### src/rtl/cpu_pkg.sv
// Shared CPU types: instruction phase encoding and default timing widths.
package cpu_pkg;

  typedef enum logic [1:0] {
    PH_ADDR = 2'd0,
    PH_OP   = 2'd1,
    PH_INT  = 2'd2
  } cpu_phase_t;

  localparam int TIMING_W         = 3;
  localparam int INT_ENTRY_CYCLES = 7;

endpackage

### src/rtl/cpu_timing_sequencer.sv
// Sequences addressing, operation and interrupt-entry phases; emits the T-index within each phase.
// Zero added latency (outputs from state plus live code at T0); ready=0 freezes all state.
module cpu_timing_sequencer
  import cpu_pkg::*;
#(
  parameter int TW         = TIMING_W,
  parameter int INT_CYCLES = INT_ENTRY_CYCLES,
  parameter int CW         = 4
) (
  input  logic          clk,
  input  logic          nrst,
  input  logic          ready,
  input  logic [TW-1:0] addressTimingCode,
  input  logic [TW-1:0] opTimingCode,
  input  logic          interruptPending,
  output logic [TW-1:0] timeOut,
  output cpu_phase_t    phase,
  output logic          isAddressing,
  output logic          isInterrupt,
  output logic          phaseStart,
  output logic          lastCycle,
  output logic [CW-1:0] instrCycles
);

  localparam logic [TW-1:0] INT_LEN = TW'(INT_CYCLES - 1);

  logic [1:0]    phase_q, phase_d;
  logic [TW-1:0] count_q, count_d;
  logic [TW-1:0] len_q, len_d;
  logic [CW-1:0] instr_q, instr_d;
  logic [TW-1:0] live_len, eff_len;
  logic [CW-1:0] instr_inc;
  logic          last;

  assign instr_inc = (&instr_q) ? instr_q : instr_q + CW'(1);

  always_comb begin
    live_len = '0;
    case (phase_q)
      PH_ADDR: live_len = addressTimingCode;
      PH_OP:   live_len = opTimingCode;
      PH_INT:  live_len = INT_LEN;
      default: live_len = '0;
    endcase
    // The decoder's code is only trusted at T0; afterwards the latched copy governs.
    eff_len = (count_q == '0) ? live_len : len_q;
    last    = (count_q == eff_len);
  end

  always_comb begin
    phase_d = phase_q;
    count_d = count_q;
    len_d   = len_q;
    instr_d = instr_q;
    if (ready) begin
      if (count_q == '0) len_d = live_len;
      if (!last && phase_q != 2'b11) begin
        count_d = count_q + TW'(1);
        instr_d = instr_inc;
      end else begin
        count_d = '0;
        case (phase_q)
          PH_ADDR: begin
            phase_d = PH_OP;
            instr_d = instr_inc;
          end
          PH_OP: begin
            if (interruptPending) begin
              phase_d = PH_INT;
              instr_d = instr_inc;
            end else begin
              phase_d = PH_ADDR;
              instr_d = '0;
            end
          end
          default: begin
            phase_d = PH_ADDR;
            instr_d = '0;
          end
        endcase
      end
    end
  end

  always_ff @(posedge clk or negedge nrst) begin
    if (!nrst) begin
      phase_q <= PH_ADDR;
      count_q <= '0;
      len_q   <= '0;
      instr_q <= '0;
    end else begin
      phase_q <= phase_d;
      count_q <= count_d;
      len_q   <= len_d;
      instr_q <= instr_d;
    end
  end

  assign timeOut      = count_q;
  assign phase        = cpu_phase_t'(phase_q);
  assign isAddressing = (phase_q == PH_ADDR);
  assign isInterrupt  = (phase_q == PH_INT);
  assign phaseStart   = (count_q == '0);
  assign lastCycle    = last;
  assign instrCycles  = instr_q;

endmodule

### config.mk
export PLATFORM = sky130hd
export DESIGN_NAME = cpu_timing_sequencer
export DESIGN_NICKNAME = d
export VERILOG_FILES = /design/src/rtl/cpu_pkg.sv /design/src/rtl/cpu_timing_sequencer.sv
export SDC_FILE = /design/constraint.sdc
export NUM_CORES = 1
export LEC_CHECK = 0
export ABC_AREA = 1
export CORE_UTILIZATION = 52
export CTS_BUF_LIST = sky130_fd_sc_hd__clkbuf_2
export DETAILED_ROUTE_END_ITERATION = 8
export MAX_ROUTING_LAYER = met4
export PLACE_DENSITY = 0.91
export SLEW_MARGIN = 20
export SYNTH_ARGS = -nofsm -noshare
export SYNTH_HDL_FRONTEND = slang
export SYNTH_SLANG_ARGS = --single-unit
### constraint.sdc
create_clock -name clk -period 3.2 [get_ports clk]
set_input_delay 0.64 -clock clk [delete_from_list [all_inputs] [get_ports clk]]
set_output_delay 0.64 -clock clk [all_outputs]
set_load 0.005 [all_outputs]
* After elaboration in Yosys (flattened, before gate mapping) *
Index checks and enable logic that the tools add are counted.

operators by class
  add/sub/neg operators = 2
  equal/unequal tests = 4
  multiplexer cells = 9
  bitwise gates (word level) = 1
  reduce and logical (&&, ||, !) cells = 6

operators with widths
  kind                                                              number
  4-bit 2-to-1 mux                                                  3
  3-bit one-hot mux with 3 select lines                             1
  4-bit one-hot mux with 2 select lines                             1
  3-bit 2-to-1 mux                                                  2
  4-bit by 1-bit adder with 4-bit output (second input constant)    1
  2-bit one-hot mux with 2 select lines                             1
  4-bit AND reduction                                               1
  3-bit by 1-bit adder with 3-bit output (second input constant)    1
  3-bit == test                                                     1
  3-bit zero test                                                   1
  2-bit by 1-bit == test with 1-bit output (second input constant)  1
  2-bit == test (second input constant)                             1
  2-bit zero test                                                   1
  2-bit 2-to-1 mux                                                  1
  2-bit inequality test (second input constant)                     1
  2-bit AND reduction                                               1
  1-bit logical AND                                                 1
  1-bit zero test                                                   1
  1-bit NOT                                                         1

storage, ports and cells
  register bits after elaboration = 12
  input bits = 10
  word-level logic and storage cells = 26

* Logic depth before layout (Yosys ltp) *
  word-level depth = 8
  gate-level depth with buffers = 14
  depth with buffers taken out = 14

* Worst setup path after synthesis *
Ideal clock, no wire load.

  kind = register to output
  from = register count_q[0] (netlist: timeOut[0])
  to = output port lastCycle
  arrival = 1363 ps
  data required time = 2560 ps
  path slack = 1197 ps
  cell stages (with the launch flop) = 11
  cells stage by stage = dfrtp_1 -> inv_1 -> ha_1 -> inv_1 -> nor2_2 -> nand3_1 -> nand2_1 -> nand2_1 -> nand2_1 -> nand3_2 -> inv_1

on the way
  longest elaborated chain between the ends = 3

ends and longest elaborated chain
  item                    RTL line                    RTL
  from (decl)             cpu_timing_sequencer.sv:28  logic [TW-1:0] count_q, count_d;
  from (signal assigned)  cpu_timing_sequencer.sv:93  count_q <= count_d;
  3-bit zero test         n/a
  named net phaseStart    cpu_timing_sequencer.sv:20  output logic phaseStart,
  3-bit 2-to-1 mux        n/a
  3-bit == test           cpu_timing_sequencer.sv:47  last = (count_q == eff_len);
  to (decl)               cpu_timing_sequencer.sv:21  output logic lastCycle,

The timed path passes the listed nets, and every way through them passes these cells.

* Final worst setup path *
  from = register count_q[1] (netlist: timeOut[1])
  to = output port lastCycle

on the way
  longest elaborated chain between the ends = 3

ends and longest elaborated chain
  item               RTL line                    RTL
  3-bit zero test    cpu_timing_sequencer.sv:46  eff_len = (count_q == '0) ? live_len : len_q;
  3-bit 2-to-1 mux   n/a
  3-bit == test (*)  cpu_timing_sequencer.sv:47

Every way passes the cells marked *; elsewhere a longest branch is shown, timed or not.

==> results.toml <==
[finish]
fillers = 118
antennaDiodeCount = 0
drive_above_1_share_pct = 10.5
utilization_pct = 76.8
layout.nets = 147
instances_no_fill = 148
postLayoutCellArea_sq_um = 1050
syn_to_final_growth_pct = 31.3

[synth]
synth_top_area_share_pct = 37.6
synthMuxAreaShare_pct = 1.25
ys_seq_area_share_pct = 37.6
synth.area.top_cells = "dfrtp_1, nand2_1, nand3_1"
async_flop_share_pct = 100
synth_area_leader_cell = "dfrtp_1"
synth_top_family_by_area = "simple AND/OR/NAND/NOR gates"
synthCells = 109
synth_compound_area_share_pct = 6.42
yosysMostFrequentCell = "nand2_1"
avgSynthCellArea_sq_um = 7.34
synth-xor-area-share_pct = 2.19
syn_nets = 122
synth-simple-area-share_pct = 39.3
yosysWarnings = 0
ys_ff_latch = 12
synthesis.area_sq_um = 800
synthAdderAreaFrac_pct = 4.69
synth_enable_flop_cells = 0
synth_cell_types = 28
synthFlopType = "dfrtp_1"
synth_common_cells = "nand2_1, dfrtp_1, inv_1"

[placed_design]
dp_hpwl_mm = 1.42
gp_congestion = 0.745
pre_cts_ws_ps = 356
postPlaceCellArea_sq_um = 1030
portBuffers = 22
dpl.cell_count = 144

[critical_path]
crit_fanout = 8
start_kind = "register"
worstPathArrival_ps = 2300
crit_path_end_kind = "output port"
critPathKind = "reg -> out"
critical_path_required_ps = 2560

[timing]
finalMaxSlewViolations = 0
finalSetupViolCount = 0
post-route-period-util_pct = 92.0
rsz0062_at_grt = "no"
min_period_ps = 2940
hold_viol_final = 0
fin_ws_ps = 257
finalSetupTns_ps = 0
max_freq_mhz = 340
tightest_slew_ps = 550
finClkSkew_ps = 9.78
relSlewSlack_pct = 63.2

[floorplan]
rows = 13
die_w_um = 41.2
dieArea_sq_um = 1700
ios = 23
fp.dieH_um = 41.2
core_sq_um = 1370
initial_core_util_pct = 58.5

[clock_network]
root_buffer = "clkbuf_2"
clockBufferDepth = 2
clk_latency_ps = 280
cts_tree = "built"
cts_buffers = 3
cts_hold_buf = 0
h-tree-depth = 1
cts_sinks = 12
cts.reportedPaths.clkPinSlew_ps = 130

[route]
ant_nets = 0
drc = 0
routed_wl_mm = 1.94
vias = 791
dr.pass1.iters = 4
wire_per_inst_um = 13.1
viasPerCell = 5.34
drt_iter0_drc = 15

[global_route]
grt.total_usage_pct = 27.7
gr-total-overflow = 0
grt_pass1_wl_mm = 2.89
antenna_found_initial = 0
grt_pass1_vias = 705
grt_max_degree = 18

[outcome]
status = "finished, final reports clean"

[worst_hold_path]
holdCritPathClass = "reg -> reg"

[run]
cap_violations = 0

[pwr]
power_density_nw_per_um2 = 945
leakagePower_nw = 0.533
ir_worst_vdd_mv = 0.483
timing repair:
action / in CTS / in global routing
setup endpoints to repair: 0 / 1
setup buffers: 0 / 0
resized for setup: 0 / 1
endpoints found under the hold margin: 0 / 0
cell families (layout without fill, tap and decap cells):
family / Yosys count / in the layout
AO/OA/AOI/OAI: 9 / 9
adder cells (fa/ha/maj): 3 / 3
multiplexers: 1 / 1
XOR/XNOR: 2 / 2
buffers and inverters: 16 / 40
flip-flops: 12 / 12
AND/OR/NAND/NOR: 66 / 66
critical path: stages, from the launching register on:
cell             delay [ps]
dfrtp_1                 440
inv_1                   110
ha_1                    190
inv_1                    90
nor2_4                   60
or2_1                   240
nand2_1                 100
nand2_1                  50
nand2_1                  80
nand3_2                 120
inv_1                    70
clkdlybuf4s50_1         490
layer usage:
| layer | global-route usage (%) | part of all wire [%] | routed length [um] |
|---|---|---|---|
| met1 | 27.4 | 43 | 839 |
| met2 | 53.1 | 51 | 994 |
| met3 | 4.89 | 3.9 | 76 |
| met4 | 9.68 | 1.5 | 29 |
| met5 | - | 0 | 0 |
worst paths after layout:
path / startpoint / end / slack [ps] / depth (start not counted)
max: timeOut[1] / lastCycle / 260 / 11
min: len_q[0] / len_q[0] / 550 / 2
max reg2reg: timeOut[1] / instrCycles[2] / 1310 / 13
min reg2reg: len_q[0] / len_q[0] / 550 / 2
max in group asynchronous: nrst / phase[1] / 2130 / 1
min in group asynchronous: nrst / len_q[1] / 700 / 1
placed cells by master (no fill, tap or decap), types with 2 or more instances in the layout:
cell and instances:
a31oi_1 2, or2_1 2, o21ai_0 3, clkdlybuf4s50_1 22, clkbuf_2 3, ha_1 3, inv_1 12, a21oi_1 2
nand2_1 37, nand3_1 10, nor2_1 5, nand3_2 2, nor2_4 2, nand2_2 3, dfrtp_1 12
layout make-up:
type | instances | area (sq um) | share of cell area [%]
Multi-Input combinational cell | 81 | 435 | 41.5
Timing Repair Buffer | 23 | 228 | 21.7
Clock inverter | 1 | 3.75 | 0.358
Tap cell | 15 | 18.8 | 1.79
Sequential cell | 12 | 300 | 28.6
Clock buffer | 3 | 15.0 | 1.43
Inverter | 13 | 48.8 | 4.65
state kept, by name, summed over array words and instances, names as in the netlist:
name	flops
len_q	3
timeOut	3
instrCycles	4
phase	2
where the power goes:
part | internal [mW] | switching [mW] | total [mW] | leakage, nW
Sequential | 0.221 | 0.0906 | 0.312 | 0.147
Clock | 0.0271 | 0.0539 | 0.0810 | 0.0140
Combinational | 0.292 | 0.308 | 0.600 | 0.372
through the flow:
step | power (mW) | hold WS (ps)
final | 0.992 | 547
after CTS | 0.982 | 547
after floorplan | 0.663 | 344
after global placement | 0.867 | 461
after global routing | 1.09 | 545
after detailed placement | 0.898 | 478
Note: power is estimated with default switching activity, not from simulation.
